**config.mk**
```make
export PLATFORM = sky130hd
export DESIGN_NAME = axi4l_reg_slave
export DESIGN_NICKNAME = d
export VERILOG_FILES = /design/src/rtl/axi4l_pkg.sv /design/src/rtl/axi4l_hold_reg.sv /design/src/rtl/axi4l_reg_slave.sv
export SDC_FILE = /design/constraint.sdc
export NUM_CORES = 1
export LEC_CHECK = 0
export ABC_CLOCK_PERIOD_IN_PS = 1800
export CAP_MARGIN = 20
export CORE_MARGIN = 3
export CORE_UTILIZATION = 35
export CTS_CLUSTER_DIAMETER = 80
export CTS_CLUSTER_SIZE = 20
export DETAILED_ROUTE_END_ITERATION = 7
export PLACE_DENSITY = 0.72
export SETUP_SLACK_MARGIN = 0.5
export SYNTH_ARGS = -nofsm -noshare
export SYNTH_HDL_FRONTEND = slang
export SYNTH_SLANG_ARGS = --single-unit
```
**constraint.sdc**
```tcl
create_clock -name ACLK -period 1.8 [get_ports ACLK]
set_clock_uncertainty 0.15 [all_clocks]
set_input_delay 0.27 -clock ACLK [delete_from_list [all_inputs] [get_ports ACLK]]
set_output_delay 0.27 -clock ACLK [all_outputs]
set_load 0.01 [all_outputs]
```
**src/rtl/axi4l_pkg.sv**
```systemverilog
// Shared types for the AXI4-Lite register slave: response codes, FSM states
// and the fixed strobe width.
package axi4l_pkg;

  localparam int STRB_W = 4;

  typedef enum logic [1:0] {
    OKAY   = 2'b00,
    SLVERR = 2'b10
  } resp_t;

  typedef enum logic [1:0] {
    IDLE,
    ACCESS,
    RESP
  } slave_state_e;

  function automatic resp_t err_to_resp(input logic err);
    return err ? SLVERR : OKAY;
  endfunction

endpackage

```
**src/rtl/axi4l_hold_reg.sv**
```systemverilog
// Single-entry valid/ready holding register. The entry stays full until the
// owner releases it; avail/out_data also expose a same-cycle handshake.
module axi4l_hold_reg #(
  parameter int W = 32
) (
  input  logic         clk,
  input  logic         rst_n,
  input  logic         en,
  input  logic         in_valid,
  output logic         in_ready,
  input  logic [W-1:0] in_data,
  input  logic         rel,
  output logic         avail,
  output logic [W-1:0] out_data
);

  logic         full_q, full_d;
  logic [W-1:0] data_q, data_d;
  logic         take;

  always_comb begin
    in_ready = en && !full_q;
    take     = in_valid && in_ready;
    full_d   = full_q;
    data_d   = data_q;
    if (rel) full_d = 1'b0;
    if (take) begin
      full_d = 1'b1;
      data_d = in_data;
    end
    // Bypass lets the owner act on the entry in the cycle it is accepted.
    avail    = full_q || take;
    out_data = full_q ? data_q : in_data;
  end

  always_ff @(posedge clk or negedge rst_n) begin
    if (!rst_n) begin
      full_q <= 1'b0;
      data_q <= '0;
    end else begin
      full_q <= full_d;
      data_q <= data_d;
    end
  end

endmodule

```
**src/rtl/axi4l_reg_slave.sv**
```systemverilog
// AXI4-Lite slave that turns one AXI access at a time into a single-beat
// register bus request, with write-over-read priority and an ack timeout.
module axi4l_reg_slave
  import axi4l_pkg::*;
#(
  parameter int DATA_WIDTH = 32,
  parameter int ADDR_WIDTH = 32,
  parameter int TIMEOUT    = 16
) (
  input  logic                  ACLK,
  input  logic                  ARESETN,
  input  logic [ADDR_WIDTH-1:0] AWADDR,
  input  logic                  AWVALID,
  output logic                  AWREADY,
  input  logic [DATA_WIDTH-1:0] WDATA,
  input  logic [3:0]            WSTRB,
  input  logic                  WVALID,
  output logic                  WREADY,
  output logic [1:0]            BRESP,
  output logic                  BVALID,
  input  logic                  BREADY,
  input  logic [ADDR_WIDTH-1:0] ARADDR,
  input  logic                  ARVALID,
  output logic                  ARREADY,
  output logic [DATA_WIDTH-1:0] RDATA,
  output logic [1:0]            RRESP,
  output logic                  RVALID,
  input  logic                  RREADY,
  output logic                  reg_req,
  output logic                  reg_wr,
  output logic [ADDR_WIDTH-1:0] reg_addr,
  output logic [DATA_WIDTH-1:0] reg_wdata,
  output logic [3:0]            reg_wstrb,
  input  logic [DATA_WIDTH-1:0] reg_rdata,
  input  logic                  reg_ack,
  input  logic                  reg_err
);

  localparam int                CNT_W    = $clog2(TIMEOUT + 1);
  localparam logic [CNT_W-1:0]  CNT_LAST = CNT_W'(TIMEOUT - 1);
  localparam logic [ADDR_WIDTH-1:0] ALIGN_MASK = ~ADDR_WIDTH'(3);

  slave_state_e                  state_q, state_d;
  logic [CNT_W-1:0]              cnt_q, cnt_d;
  logic                          awake_q;
  logic                          reg_req_q, reg_req_d;
  logic                          reg_wr_q, reg_wr_d;
  logic [ADDR_WIDTH-1:0]         reg_addr_q, reg_addr_d;
  logic [DATA_WIDTH-1:0]         reg_wdata_q, reg_wdata_d;
  logic [STRB_W-1:0]             reg_wstrb_q, reg_wstrb_d;
  resp_t                         resp_q, resp_d;
  logic [DATA_WIDTH-1:0]         rdata_q, rdata_d;
  logic                          bvalid_q, bvalid_d;
  logic                          rvalid_q, rvalid_d;

  logic                          idle, write_go, read_go, ack_ok, b_hs, r_hs;
  logic                          aw_avail, w_avail;
  logic [ADDR_WIDTH-1:0]         aw_addr;
  logic [DATA_WIDTH+STRB_W-1:0]  w_word;

  axi4l_hold_reg #(.W(ADDR_WIDTH)) u_aw_hold (
    .clk      (ACLK),
    .rst_n    (ARESETN),
    .en       (idle),
    .in_valid (AWVALID),
    .in_ready (AWREADY),
    .in_data  (AWADDR),
    .rel      (b_hs),
    .avail    (aw_avail),
    .out_data (aw_addr)
  );

  axi4l_hold_reg #(.W(DATA_WIDTH + STRB_W)) u_w_hold (
    .clk      (ACLK),
    .rst_n    (ARESETN),
    .en       (idle),
    .in_valid (WVALID),
    .in_ready (WREADY),
    .in_data  ({WDATA, WSTRB}),
    .rel      (b_hs),
    .avail    (w_avail),
    .out_data (w_word)
  );

  always_comb begin
    // awake_q keeps every READY low while reset is asserted.
    idle     = (state_q == IDLE) && awake_q;
    write_go = idle && aw_avail && w_avail;
    ARREADY  = idle && !write_go;
    read_go  = ARVALID && ARREADY;
    ack_ok   = reg_req_q && reg_ack;
    b_hs     = bvalid_q && BREADY;
    r_hs     = rvalid_q && RREADY;

    state_d     = state_q;
    cnt_d       = cnt_q;
    reg_req_d   = 1'b0;
    reg_wr_d    = reg_wr_q;
    reg_addr_d  = reg_addr_q;
    reg_wdata_d = reg_wdata_q;
    reg_wstrb_d = reg_wstrb_q;
    resp_d      = resp_q;
    rdata_d     = rdata_q;
    bvalid_d    = bvalid_q;
    rvalid_d    = rvalid_q;

    unique case (state_q)
      IDLE: begin
        cnt_d = '0;
        if (write_go) begin
          state_d     = ACCESS;
          reg_wr_d    = 1'b1;
          reg_addr_d  = aw_addr & ALIGN_MASK;
          reg_wdata_d = w_word[DATA_WIDTH+STRB_W-1:STRB_W];
          reg_wstrb_d = w_word[STRB_W-1:0];
        end else if (read_go) begin
          state_d     = ACCESS;
          reg_wr_d    = 1'b0;
          reg_addr_d  = ARADDR & ALIGN_MASK;
          reg_wdata_d = '0;
          reg_wstrb_d = '0;
        end
      end
      ACCESS: begin
        cnt_d     = cnt_q + 1'b1;
        reg_req_d = 1'b1;
        // An ack on the last counted cycle still takes precedence over timeout.
        if (ack_ok || cnt_q == CNT_LAST) begin
          state_d   = RESP;
          reg_req_d = 1'b0;
          bvalid_d  = reg_wr_q;
          rvalid_d  = !reg_wr_q;
          resp_d    = ack_ok ? err_to_resp(reg_err) : SLVERR;
          if (!reg_wr_q) rdata_d = ack_ok ? reg_rdata : '0;
        end
      end
      RESP: begin
        if (b_hs || r_hs) begin
          state_d  = IDLE;
          bvalid_d = 1'b0;
          rvalid_d = 1'b0;
        end
      end
      default: state_d = IDLE;
    endcase
  end

  always_ff @(posedge ACLK or negedge ARESETN) begin
    if (!ARESETN) begin
      state_q     <= IDLE;
      cnt_q       <= '0;
      awake_q     <= 1'b0;
      reg_req_q   <= 1'b0;
      reg_wr_q    <= 1'b0;
      reg_addr_q  <= '0;
      reg_wdata_q <= '0;
      reg_wstrb_q <= '0;
      resp_q      <= OKAY;
      rdata_q     <= '0;
      bvalid_q    <= 1'b0;
      rvalid_q    <= 1'b0;
    end else begin
      state_q     <= state_d;
      cnt_q       <= cnt_d;
      awake_q     <= 1'b1;
      reg_req_q   <= reg_req_d;
      reg_wr_q    <= reg_wr_d;
      reg_addr_q  <= reg_addr_d;
      reg_wdata_q <= reg_wdata_d;
      reg_wstrb_q <= reg_wstrb_d;
      resp_q      <= resp_d;
      rdata_q     <= rdata_d;
      bvalid_q    <= bvalid_d;
      rvalid_q    <= rvalid_d;
    end
  end

  assign BVALID    = bvalid_q;
  assign RVALID    = rvalid_q;
  assign BRESP     = resp_q;
  assign RRESP     = resp_q;
  assign RDATA     = rdata_q;
  assign reg_req   = reg_req_q;
  assign reg_wr    = reg_wr_q;
  assign reg_addr  = reg_addr_q;
  assign reg_wdata = reg_wdata_q;
  assign reg_wstrb = reg_wstrb_q;

endmodule

```
==> metrics.txt, run 1 <==
first-pass GRT wire length=39100 um; overall die width=157 um; vias=6613; Seq cells post-synth=179; share of post-route cells with drive strength above 1=48.9%; area growth from synthesis to layout=74.8%; max frequency=499 MHz; Synth top cells by count=dfrtp_1, mux2i_1, mux2_2; Clock Sinks=179; Vias/cell=5.05; drt pass-1 iters=4; First DRT Iteration DRCs=249; Initial Utilization=a little over a third; H-tree Lvls=4; max-slew violations=0; CTS tree=yes; ys async rst share=100%; outcome=finished with violations; Final period util=111%; initial antenna violation count=0; Clock Pin Slew Worst Setup and Hold Paths=0.07 ns; worst min-delay path class=in -> async; Leak=6.82 nW; count leader, synth=dfrtp_1; antenna fix cells=0; nature of the critical path endpoint=flop; vias in the first global route=between 7000 and 8000; Synth Warn #=0; worst skew pair latency=0.43 ns; critical path class=reg -> reg; top cell type by total area after synthesis=dfrtp_1; Final setup viols=166; Power, Total=22.8 mW; RSZ-0062 raised after global routing=yes; Max Cap Viol=0; Mapped Area=8010 sq um; DP Area=about 12000 sq um; critical path fanouts, max=7; CTS max path bufs=2; failing checks=setup timing; Final ANT Viol Nets=0; minimum clock period=2.00 ns; worst setup margin=-0.205 ns; Post-Place Worst Slack=-0.294 ns; fillers=1672; I/O pins=about 250; Final Hold Fails=0; syn avg cell area=13.2 sq um; startpoint types=flop; hpwl dp=15700 um; worst path buffer plus inverter count=7; Tot GR Track Use=20.2%; chip height=~160 um; Die Area=around 25000 sq um; max incr delay on CP=0.41 ns; clk root buf=clkbuf_16; Synth Flop Type=dfrtp_1; Required @ worst endpoint=2.01 ns; sequential cell area fraction in the yosys report=~56%; Synth area leaders=dfrtp_1, mux2i_1, mux2_2; IO buf count=243; final wirelength=about 25000 um; pwr/cell area=1630 nW/um^2; CTS Buf Count=17; Residual DRC=0; Crit path max-delay family=buffers and inverters; number of flops mapped to enable cells by yosys=0; cells after synthesis=606; CP dominant cell by count=buf_6; number of library cell types mapped by synthesis=32; Finished Cell Area=14000 sq um; largest net degree at the start of global routing=46; Core Area=about 22000 sq um; WL/cell=19.5 um; crit-path cells=buf_6 -> nor3b_4 -> buf_6 -> buf_6 -> buf_6 -> buf_6 -> nand2_8 -> buf_12 -> buf_16 -> o2bb2ai_4; CP arrival=about 2.2 ns; Nets=1159; Congestion Overflow GR=0; normalized max-slew margin=55.4%; Max VDD drop=roughly 0.00085 V; Least-Margin Pin Slew=0.669 ns; Slowest cell on crit path=dfrtp_2; Rows=54; Yosys top cell area share=55.9%; Placer Congestion=0.752
==> path summary, 6_finish.rpt <==
kind,start,end,slack [ns],cells after the start
max,state_q[0]$_DFFE_PN0P_,reg_wdata[15]$_DFFE_PN0P_,-0.20,10
min,ARESETN,reg_wdata[7]$_DFFE_PN0P_,0.19,2
max reg2reg,state_q[0]$_DFFE_PN0P_,reg_wdata[15]$_DFFE_PN0P_,-0.20,10
min reg2reg,cnt_q[4]$_DFFE_PN0P_,cnt_q[4]$_DFFE_PN0P_,0.35,2
max in group asynchronous,ARESETN,u_w_hold.data_q[2]$_DFFE_PN0P_,0.68,3
min in group ACLK,reg_err,BRESP[1]$_DFFE_PN0P_,0.30,2
==> cells by family after synthesis <==
kind of cell	share of synthesized area, %
other	0.0937
multiplexers	26.1
AO/OA/AOI/OAI	8.61
adder cells (fa/ha/maj)	0.312
flip-flops	55.9
buffers and inverters	3.08
AND/OR/NAND/NOR	5.95
==> power by group <==
part / internal (mW) / switching, mW
sequential: 5.87 / 1.13
clock: 1.92 / 1.79
combinational: 7.29 / 4.76
==> cell usage in the layout (no fill, tap or decap), types with 15 or more instances in the layout <==
cell,instances
o2bb2ai_2,15
and3_1,32
buf_6,68
buf_2,68
clkbuf_16,18
nand2_1,37
buf_12,20
mux2_2,36
buf_4,122
dfrtp_1,175
clkdlybuf4s50_1,135
buf_16,15
o2bb2ai_4,21
mux2i_1,96
a22o_1,34
mux2_4,64
==> sequential cells by signal, indices dropped and copies added (netlist names) <==
signal            count
u_w_hold.data_q      36
u_aw_hold.data_q     30
u_aw_hold.full_q      1
BRESP                 1
reg_wdata            32
reg_req               1
reg_wstrb             4
cnt_q                 5
RDATA                32
RVALID                1
state_q               2
awake_q               1
BVALID                1
u_w_hold.full_q       1
reg_addr             30
reg_wr                1
==> final cells by class <==
| type | count | area, sq um | area share, % |
|---|---|---|---|
| clock buffers | 19 | 453 | 3.23 |
| multi-input cells | 377 | 4230 | 30.2 |
| clock inverters | 13 | 138 | 0.983 |
| flip-flops and latches | 179 | 4480 | 32.0 |
| well taps | 280 | 350 | 2.50 |
| inverters | 3 | 11.3 | 0.0804 |
| repair buffers | 438 | 4340 | 31.0 |
==> layer usage <==
| layer | track usage, % | routed length, um | vias up |
|---|---|---|---|
| met5 | 0 | 0 | - |
| met4 | 3.97 | 163 | 0 |
| met3 | 5.75 | 1680 | 12 |
| met2 | 33.9 | 12900 | 194 |
| met1 | 26.5 | 10800 | 3366 |
| li1 | - | - | 3041 |
==> per-stage QoR <==
stage | setup TNS, ns | std cells | hold slack (ns) | util (%)
2_1_floorplan | -5.63 | 609 | -0.176 | -
3_3_place_gp | -23.76 | 1142 | 0.103 | 53.1
3_5_place_dp | -27.55 | 1142 | 0.102 | 53.1
4_1_cts | -17.97 | 1279 | 0.204 | 60.5
5_1_grt | -31.13 | 1309 | 0.228 | 63.2
6_report | -19.87 | 1309 | 0.194 | 63.2
==> timing repair <==
item                       in CTS  in global routing
pin swaps                      44                 15
gates resized for setup       530                 50
cloned                         16                  1
setup endpoints to repair     285                285
hold endpoints to repair       38                  0
hold buffers                    1                  0
buffers inserted               88                 29
(Power assumes the default switching activity.)
==> run 2: changes to the inputs <==
TNS_END_PERCENT = 20   (was unset)
==> run 2 against run 1 <==
The flow still finishes with violations (setup timing). Via count down 9.2%. Power decreased by 14%. Register-to-register slack improved by 0.03 ns. Largest power group unchanged.
==> metrics.txt, run 2 (synthesis gave the netlist of run 1 again) <==
DP Area=11200 sq um (-4.6%); Vias/cell=5.09 (+0.77%); first-pass GRT wire length=34300 um (-12%); Nets=1032 (-11%); Post-Place Worst Slack=-0.275 ns (+0.0197 ns); area of the multi-input gates=3740 sq um (-12%); clk root buf=clkbuf_16; CTS max path bufs=2 (unchanged); WL/cell=19.3 um (-0.66%); drt pass-1 iters=4 (unchanged); share of post-route cells with drive strength above 1=37.4% (-11 points); commonest non-fill, non-tap cell in the layout=dfrtp_1; chip height=157 um (unchanged); hpwl dp=14600 um (-6.8%); vias=6007 (-9.2%); Clock Pin Slew Worst Setup and Hold Paths=0.07 ns (about the same); outcome=finished with violations; antenna fix cells=0 (unchanged); WHS=0.184 ns (-0.00964 ns); Max VDD drop=0.000775 V (-8.5%); Final Hold Fails=0 (unchanged); Core Area=22200 sq um (unchanged); Leak=5.87 nW (-14%); final wirelength=22800 um (-10%); worst skew pair latency=0.42 ns (about the same); Tot GR Track Use=17.7% (-2.6 points); normalized max-slew margin=55.1% (-0.29 points); fillers=1854 (+11%); largest net degree at the start of global routing=48 (+4.3%); Residual DRC=0 (unchanged); Placer Congestion=0.778 (+3.4%); Top reg by flops=u_w_hold.data_q; worst min-delay path class=in -> async; critical path fanouts, max=5 (-2); Final ANT Viol Nets=0 (unchanged); Initial Utilization=36.2% (unchanged); Required @ worst endpoint=1.96 ns (-0.05 ns); initial antenna violation count=0 (unchanged); area growth from synthesis to layout=51.5%; Final period util=110% (-1.7 points); I/O pins=252 (unchanged); H-tree Lvls=4 (unchanged); failing checks=setup timing; Clock Sinks=179 (unchanged); CP arrival=2.13 ns (-0.08 ns); overall die width=157 um (unchanged); CTS Buf Count=17 (unchanged); vias in the first global route=6252 (-11%); max-slew violations=0 (unchanged); Max Cap Viol=0 (unchanged); Rows=54 (unchanged); Reg area=4480 sq um (about the same); pwr/cell area=1610 nW/um^2 (-1.1%); Die Area=24700 sq um (unchanged); FF-to-FF setup slack=-0.17 ns (+0.03 ns); minimum clock period=1.97 ns (-0.0304 ns); Least-Margin Pin Slew=0.674 ns (+0.00432 ns); nature of the critical path endpoint=flop; worst setup margin=-0.174 ns (+0.0304 ns); First DRT Iteration DRCs=257 (+3.2%); Finished Cell Area=12100 sq um (-13%); Final setup viols=143 (-14%); max frequency=506 MHz (+1.5%); RSZ-0062 raised after global routing=yes; most frequent cells in the layout=dfrtp_1, clkdlybuf4s50_1, mux2i_1; critical path class=reg -> reg; IO buf count=243 (unchanged); CTS tree=yes; Congestion Overflow GR=0 (unchanged); startpoint types=flop; max reg flops=36 (unchanged)
-- run 2: cell count changes in the layout (fill, tap and decap cells not counted), moves of 4 or more --
| cell | before | now |
|---|---|---|
| buf_4 | 122 | 31 |
| buf_6 | 68 | 40 |
| o2bb2ai_4 | 21 | 0 |
| o2bb2ai_1 | 0 | 20 |
| buf_2 | 68 | 81 |
| buf_16 | 15 | 3 |
| buf_8 | 8 | 0 |
| buf_12 | 20 | 13 |
| clkbuf_16 | 18 | 24 |
| mux2_1 | 0 | 5 |
| clkinv_4 | 4 | 0 |
| mux2_4 | 64 | 60 |
-- run 2: worst max-delay path: stages, from the launching register on --
cell	delay, ns
dfrtp_1	0.36
ha_2	0.19
and3_4	0.18
ha_4	0.14
a21oi_4	0.04
nor3_4	0.15
buf_6	0.19
clkbuf_16	0.17
mux2_4	0.30
-- run 2: what timing repair did --
action                                 CTS  global route
endpoints found under the hold margin  175             0
buffers inserted                        11             3
hold buffers                             1             0
setup endpoints to repair              284           285
gates cloned                             3             8
pin swaps                               13            38
resized for setup                      470            66
-- run 2: per-layer routing --
layer	track usage, %	routed length (um)	vias up
li1	-	-	2780
met1	23.6	10400	3013
met2	28.6	10600	196
met3	4.73	1510	18
met4	4.67	287	0
met5	0	0	-
-- run 2: worst paths after layout --
path                                      startpoint                         to  depth (start not counted)
min in group ACLK                            reg_err       BRESP[1]$_DFFE_PN0P_                          2
setup reg to reg                cnt_q[1]$_DFFE_PN0P_      RDATA[27]$_DFFE_PN0P_                          8
setup / recovery                cnt_q[1]$_DFFE_PN0P_      RDATA[27]$_DFFE_PN0P_                          8
max in group asynchronous                    ARESETN         reg_wr$_DFFE_PN0P_                          3
hold reg to reg            reg_wdata[14]$_DFFE_PN0P_  reg_wdata[14]$_DFFE_PN0P_                          1
hold / removal                               ARESETN   reg_wdata[3]$_DFFE_PN0P_                          2
-- run 2: final cells by class --
| type | instances | area share, % |
|---|---|---|
| clock buffer | 18 | 3.54 |
| tap | 280 | 2.89 |
| sequential | 179 | 36.9 |
| timing repair buffer | 311 | 24.4 |
| multi-input combinational | 377 | 30.8 |
| inverter | 3 | 0.0928 |
| clock inverter | 12 | 1.29 |
-- run 2: report_power, final --
part / total [mW] / switching (mW) / internal, mW
Clock: 3.79 / 1.61 / 2.18
Sequential: 7.02 / 1.15 / 5.87
Combinational: 8.71 / 3.71 / 5.00
-- run 2: per-stage QoR --
step,instances,total power [mW],utilization [%],TNS (ns)
global route,1180,20.7,54.8,-20.55
detailed placement,1124,15.4,50.7,-21.13
CTS,1169,18.8,52.6,-8.86
floorplan,609,11.4,-,-5.63
global placement,1124,15.2,50.7,-15.93
finish,1180,19.5,54.8,-9.02
==> run 3: changes to the inputs <==
CORE_MARGIN = unset   (was 3)
PLACE_DENSITY = 0.7   (was 0.72)
==> run 3 against run 2 <==
The flow still finishes with violations (setup timing). Sequential power about the same. Core utilization up 1.5 points. Count of clock-buffer cells in the layout up 2. Sequential share of layout area decreased by 0.98 points. First-iteration DRC count down 17%. Critical path type unchanged. Critical endpoint is now RDATA[13]$_DFFE_PN0P_.
==> metrics.txt, run 3 (synthesis gave the netlist of run 1 again) <==
outcome=finished with violations; failing checks=setup timing; chip height=153 um (-2.5%); Placer Congestion=0.732 (-5.8%); Top reg by flops=u_w_hold.data_q; critical path class=reg -> reg; Die Area=23500 sq um (-5.0%); WL/cell=19.1 um (-1.3%); startpoint types=flop; CP arrival=2.13 ns (about the same); Final ANT Viol Nets=0 (unchanged); Core Area=22200 sq um (unchanged); Slowest cell on crit path=dfrtp_1; Final period util=109% (-0.27 points); Clock Sinks=179 (unchanged); Rows=54 (unchanged); final wirelength=22800 um (-0.26%); Sw Ratio=33.1% (-0.049 points); critical path fanouts, max=8 (+3); Max VDD drop=0.000714 V (-7.9%); IO buf count=243 (unchanged); H-tree Lvls=4 (unchanged); nature of the critical path endpoint=flop; area growth from synthesis to layout=55.7%; worst min-delay path class=in -> async; Nets=1042 (+0.97%); worst skew pair latency=0.42 ns (about the same); overall die width=153 um (-2.5%); I/O pins=252 (unchanged); Residual DRC=0 (unchanged); most frequent cells in the layout=dfrtp_1, clkdlybuf4s50_1, mux2i_1; WHS=0.150 ns (-0.0345 ns); Internal=13.5 mW (+3.1%); drt pass-1 iters=4 (unchanged); CTS max path bufs=2 (unchanged); First DRT Iteration DRCs=214 (-17%); Tot GR Track Use=19.4% (+1.7 points); Crit path max-delay family=flip-flops; Clock Pin Slew Worst Setup and Hold Paths=0.07 ns (about the same); Net Switching=6.65 mW (+2.8%); Leak=6.05 nW (+3.1%); largest net degree at the start of global routing=41 (-15%); worst path buffer plus inverter count=2 (unchanged); minimum clock period=1.97 ns (-0.00478 ns); Final Hold Fails=0 (unchanged); Power, Total=20.1 mW (+3.0%); max frequency=508 MHz (+0.24%); Initial Utilization=36.2% (unchanged); worst r2r src=cnt_q[1]$_DFFE_PN0P_; worst setup margin=-0.170 ns (+0.00478 ns); max-slew violations=0 (unchanged); Max Cap Viol=0 (unchanged); combinational power share=46.4% (+1.8 points); commonest non-fill, non-tap cell in the layout=dfrtp_1; normalized max-slew margin=54.9% (-0.15 points); RSZ-0062 raised after global routing=yes; Vias/cell=5.05 (-0.73%); first-pass GRT wire length=35500 um (+3.4%); max reg flops=36 (unchanged); CTS tree=yes; Least-Margin Pin Slew=0.676 ns (+0.00219 ns); Final setup viols=136 (-4.9%); hpwl dp=14300 um (-2.4%); Setup crit start=cnt_q[1]$_DFFE_PN0P_; clk root buf=clkbuf_16; CTS Buf Count=17 (unchanged); antenna fix cells=0 (unchanged); vias in the first global route=6371 (+1.9%); cell count after placement=1125 (+0.089%); Clock power frac=18.6% (-0.8 points); pwr/cell area=1610 nW/um^2 (+0.25%); Congestion Overflow GR=0 (unchanged); share of post-route cells with drive strength above 1=38.6% (+1.2 points); max incr delay on CP=0.36 ns (about the same); vias=6024 (+0.28%); Required @ worst endpoint=1.96 ns (about the same); initial antenna violation count=0 (unchanged); crit-path cells=ha_2 -> and3_4 -> ha_4 -> a21oi_4 -> nor3_4 -> buf_6 -> buf_16 -> mux2_4; Non-Filler Instances=1192 (+1.0%); Setup TNS Final=-14.35 ns (-5.32 ns); Sequential Power Share=35.0% (-1.0 points)
[run 3: cell types whose count changed in the layout (fill, tap and decap cells not counted), moves of 4 or more]
cell	before	now
buf_6	40	45
mux2_1	5	0
mux2_4	60	66
o2bb2ai_4	0	4
buf_16	3	7
clkinv_4	0	4
o2bb2ai_2	16	11
buf_2	81	77
[run 3: repair_timing]
item                                   4_1_cts  5_1_grt
setup buffers                               15        4
gates cloned                                 8        7
setup endpoints to repair                  284      284
resized for setup                          519       41
endpoints found under the hold margin      179        0
pin swaps                                   36       12
hold buffers                                 1        0
[run 3: metrics by stage]
step / instance area, sq um / utilization [%] / worst slack (ns)
2_1_floorplan: 8210 / - / -0.191
3_3_place_gp: 11300 / 50.8 / -0.233
3_5_place_dp: 11300 / 50.8 / -0.248
4_1_cts: 12000 / 54.3 / -0.167
5_1_grt: 12500 / 56.3 / -0.256
6_report: 12500 / 56.3 / -0.170
[run 3: worst paths after layout]
kind / depth (start not counted) / to / slack, ns
max: 8 / RDATA[13]$_DFFE_PN0P_ / -0.17
min: 2 / reg_wdata[6]$_DFFE_PN0P_ / 0.15
max reg2reg: 8 / RDATA[13]$_DFFE_PN0P_ / -0.17
min reg2reg: 1 / reg_wdata[10]$_DFFE_PN0P_ / 0.34
max in group asynchronous: 3 / reg_wdata[24]$_DFFE_PN0P_ / 0.75
min in group ACLK: 2 / BRESP[1]$_DFFE_PN0P_ / 0.28
[run 3: area by class of cell]
class / instances / area [sq um]
tap: 280 / 350
clock buffer: 20 / 437
multi-input combinational: 377 / 3820
timing repair buffer: 321 / 3220
clock inverter: 12 / 145
sequential: 179 / 4480
fill: 1870 / 9690
inverter: 3 / 11.3
[run 3: power groups by stage]
stage                     combinational, mW  sequential, mW  clock [mW]
after global placement                 8.34            6.92           0
after CTS                              8.75            6.97        3.83
after detailed placement               8.50            6.96           0
after global routing                   9.96            7.25        4.03
after floorplan                        4.14            7.24           0
final                                  9.33            7.03        3.74
[run 3: routing by layer]
| metal | up-vias | share of wire [%] | GRT usage [%] |
|---|---|---|---|
| met5 | - | 0 | 0 |
| met3 | 20 | 5.2 | 4.99 |
| li1 | 2799 | - | - |
| met4 | 0 | 1.3 | 5.68 |
| met2 | 178 | 47 | 30.7 |
| met1 | 3027 | 47 | 26.1 |
==> edit 1 (settings of run 3) <==
The 3 states of `slave_state_e` get a one-hot encoding in 3 bits.
--- a/src/rtl/axi4l_pkg.sv
+++ b/src/rtl/axi4l_pkg.sv
@@ -9,10 +9,10 @@
     SLVERR = 2'b10
   } resp_t;
 
-  typedef enum logic [1:0] {
-    IDLE,
-    ACCESS,
-    RESP
+  typedef enum logic [2:0] {
+    IDLE   = 3'b001,
+    ACCESS = 3'b010,
+    RESP   = 3'b100
   } slave_state_e;
 
   function automatic resp_t err_to_resp(input logic err);
Behaviour: no difference found for any inputs over 4 cycles, from zero or initial values and one cycle with ARESETN low; so few cycles prove little.
==> edit 1 against run 3 <==
  * The run ends with design-rule violations, negative setup slack left
  * Die area down 1.2%
  * Sequential cell count increased by 1
  * Critical path type unchanged
  * Power decreased by 11%
  * Setup slack got worse by 33 ps
  * Wire length grew 0.66%
  * Design area is 6.4% lower
  * Utilization shrank 3.3 points
  * Synthesized area shrank 1.2%
==> edit 1: results (changes against run 3) <==
dpl_cell_area_mm2: 0.0110  # -2.8%
drc: 19  # +19
vias_per_cell: 5.11  # +1.1%
setup_slack_ps: -203  # -33.1 ps
synth.top_cells.by_count: "dfrtp_1 (179), mux2i_1 (97), mux2_2 (67), a22o_1 (62), nand2_1 (43)"
grt_max_degree: 52  # +27%
worstPathMaxFanout: 6  # -2
final_layout_size_suffix_gt1_frac: 0.332  # -0.0538
r2r-end: "reg_addr[2]$_DFFE_PN0P_"
dpl_worst_slack_ps: -175  # +72.8 ps
first_iter_violations: 292  # +36%
grt_first_pass_wirelength_um: 35000  # -1.4%
synth_compound_area_frac: 0.128  # +0.0415
p_leak_uw: 0.00543  # -10%
ir_worst_vdd_uv: 571  # -20%
status: "complete, but fails checks"
yosys-top-cells-area: "dfrtp_1 (57%), mux2i_1 (12%), mux2_2 (9.5%), a22o_1 (6.9%), o2bb2ai_1 (4.0%)"
fin_setup_tns_ps: -23980  # -9630 ps
synthMuxAreaShare: 0.218  # -0.0425
yosysUniqueCellTypes: 39  # +22%
r2r_start: "state_q[0]$_DFFE_PN1P_"
track_usage: 0.192  # -0.00157
nNetsFinal: 1018  # -2.3%
violations: "design-rule violations, negative setup slack"
routed_wl_um: 22900  # +0.66%
synthAdderAreaFrac: 0.00316  # +0.0000380
globalplace.congestion: 0.784  # +7.0%
finalSetupViolations: 170  # +25%
arrival_ps: 2160  # +30 ps
==> edit 1: worst max-delay path by stage <==
stage / startpoint / end / slack, ps / cells past startpoint
after CTS: state_q[0]$_DFFE_PN1P_ / u_aw_hold.data_q[28]$_DFFE_PN0P_ / -160 / 6
after floorplan: cnt_q[0]$_DFFE_PN0N_ / RDATA[12]$_DFFE_PN0P_ / -150 / 8
final: state_q[0]$_DFFE_PN1P_ / reg_addr[2]$_DFFE_PN0P_ / -200 / 7
after global placement: AWVALID / ARREADY / -200 / 4
after detailed placement: cnt_q[0]$_DFFE_PN0N_ / RDATA[14]$_DFFE_PN0P_ / -170 / 7
after global routing: state_q[0]$_DFFE_PN1P_ / reg_addr[27]$_DFFE_PN0P_ / -250 / 7
==> edit 1: logic make-up after synthesis <==
logic type / count (synthesis)
flops: 180
buf+inv: 58
compound gates: 122
other cells: 2
simple gates: 69
mux: 164
fa+ha+maj: 2
==> edit 1: routing by layer <==
metal | GRT usage | routed length [um]
met5 | 0 | 0
met4 | 0.0641 | 492
met3 | 0.0583 | 1440
met2 | 0.312 | 11100
met1 | 0.244 | 9890
==> edit 1: power by group <==
part | switching (uW) | total, uW | internal, uW
logic | 3270 | 7460 | 4190
registers | 980 | 6690 | 5710
clock network | 1660 | 3730 | 2070
==> edit 1: critical path, cell delays in order (launching register included) <==
cell	delay [ps]
dfstp_2	570
buf_6	110
and4bb_4	280
buf_6	120
buf_12	100
o21ai_4	140
clkbuf_16	220
a22o_1	200
==> edit 1: layout make-up <==
class,instances,area [um2],share of cell area
clock buffers,19,433,0.0371
clock inverters,13,149,0.0127
inverters,6,22.5,0.00193
multi-input cells,363,3270,0.280
flip-flops and latches,180,4510,0.386
well taps,280,350,0.0300
repair buffers,307,2950,0.253
==> edit 2 (config.mk and constraints of run 3) <==
Without the edit above. `DATA_WIDTH`: 32 -> 24.
--- a/src/rtl/axi4l_reg_slave.sv
+++ b/src/rtl/axi4l_reg_slave.sv
@@ -3,7 +3,7 @@
 module axi4l_reg_slave
   import axi4l_pkg::*;
 #(
-  parameter int DATA_WIDTH = 32,
+  parameter int DATA_WIDTH = 24,
   parameter int ADDR_WIDTH = 32,
   parameter int TIMEOUT    = 16
 ) (
Interface: changed (resized RDATA, WDATA, reg_rdata and reg_wdata); port bits go from 252 to 220. No check against the original RTL was run, so the function may have changed too.
==> edit 2 against run 3 <==
  * The flow still finishes with violations (negative setup slack)
  * Design area shrank 15%
  * Fmax increased by 0.82%
  * Synthesized area shrank 12%
  * Cell count shrank 10%
  * Global-route usage about the same
  * Clock power down 3%
  * Wire length fell by 14%
  * Sequential cell count shrank 24
  * Power shrank 14%
  * Worst hold slack better by 28 ps
  * Setup slack better by 16 ps
  * Non-clock buffer count fell by 46
  * Highest routed layer unchanged
==> edit 2: results (changes against run 3) <==
status: "complete, but fails checks"
violations: "negative setup slack"
hpwl_um: 13000  # -9.0%
synth.top_cells.by_count: "dfrtp_1 (155), mux2i_1 (88), mux2_2 (73), nand2_1 (42), a22o_1 (32)"
track_usage: 0.194  # about the same
routed_wl_um: 19700  # -14%
routedWlPerCell_um: 18.4  # -3.8%
portBuffers: 211  # -13%
arrival_ps: 2100  # -30 ps
first_iter_violations: 228  # +6.5%
yosysUniqueCellTypes: 34  # +6.3%
yosys-top-cells-area: "dfrtp_1 (55%), mux2i_1 (13%), mux2_2 (12%), a22o_1 (4.0%), o2bb2ai_1 (3.5%)"
dpl.cell_count: 1012  # -10%
finalSetupViolations: 142  # +4.4%
ir_worst_vdd_uv: 705  # -1.1%
nNetsFinal: 920  # -12%
cp_slowest_stage_delay_ps: 390  # +30 ps
stdcell_area_mm2: 0.0106  # -15%
p_leak_uw: 0.00511  # -16%
dpl_worst_slack_ps: -639  # -391 ps
grt_max_degree: 52  # +27%
globalplace.congestion: 0.801  # +9.4%
final_layout_size_suffix_gt1_frac: 0.364  # -0.0224
synth_cells: 540  # -11%
setup_slack_ps: -154  # +16.1 ps
worstPathMaxFanout: 6  # -2
grt_pass1_vias: 5841  # -8.3%
-- edit 2: cells by family after synthesis --
| group | share of synthesized area |
|---|---|
| AOI/OAI and AO/OA | 0.0875 |
| adders and majority gates | 0.00356 |
| buffers and inverters | 0.0327 |
| DFF | 0.552 |
| muxes | 0.260 |
| other | 0.00107 |
| and+or+nand+nor | 0.0639 |
-- edit 2: final timing paths --
kind | endpoint | slack (ps) | depth (start not counted)
min | RDATA[16]$_DFFE_PN0P_ | 180 | 2
max reg2reg | RDATA[19]$_DFFE_PN0P_ | -150 | 8
min reg2reg | cnt_q[4]$_DFFE_PN0P_ | 340 | 2
min in group ACLK | u_w_hold.data_q[16]$_DFFE_PN0P_ | 330 | 2
max in group asynchronous | u_w_hold.full_q$_DFFE_PN0P_ | 650 | 3
max | RDATA[19]$_DFFE_PN0P_ | -150 | 8
-- edit 2: layout make-up --
class                      instances  area share
timing repair buffer             275       0.244
clock buffer                      18      0.0414
multi-input combinational        341       0.301
tap                              265      0.0312
inverter                           3     0.00106
sequential                       155       0.366
clock inverter                    14      0.0152
-- edit 2: per-layer routing --
| metal | GRT usage | wire (um) |
|---|---|---|
| met5 | 0 | 0 |
| met1 | 0.234 | 8500 |
| met3 | 0.0503 | 986 |
| met4 | 0.0638 | 261 |
| met2 | 0.335 | 9940 |
-- edit 2: power breakdown --
part / internal (uW) / leakage [uW] / total (uW) / switching [uW]
logic: 4220 / 0.00288 / 7620 / 3410
clock network: 2110 / 0.000283 / 3620 / 1510
registers: 5070 / 0.00195 / 6030 / 957
total: 11400 / 0.00511 / 17300 / 5870
-- edit 2: timing repair --
item	4_1_cts	5_1_grt
pin swaps	40	12
buffers inserted	19	0
gates cloned	5	2
setup endpoints to repair	243	245
resized for setup	446	21
hold buffers	1	0
hold endpoints to repair	131	0
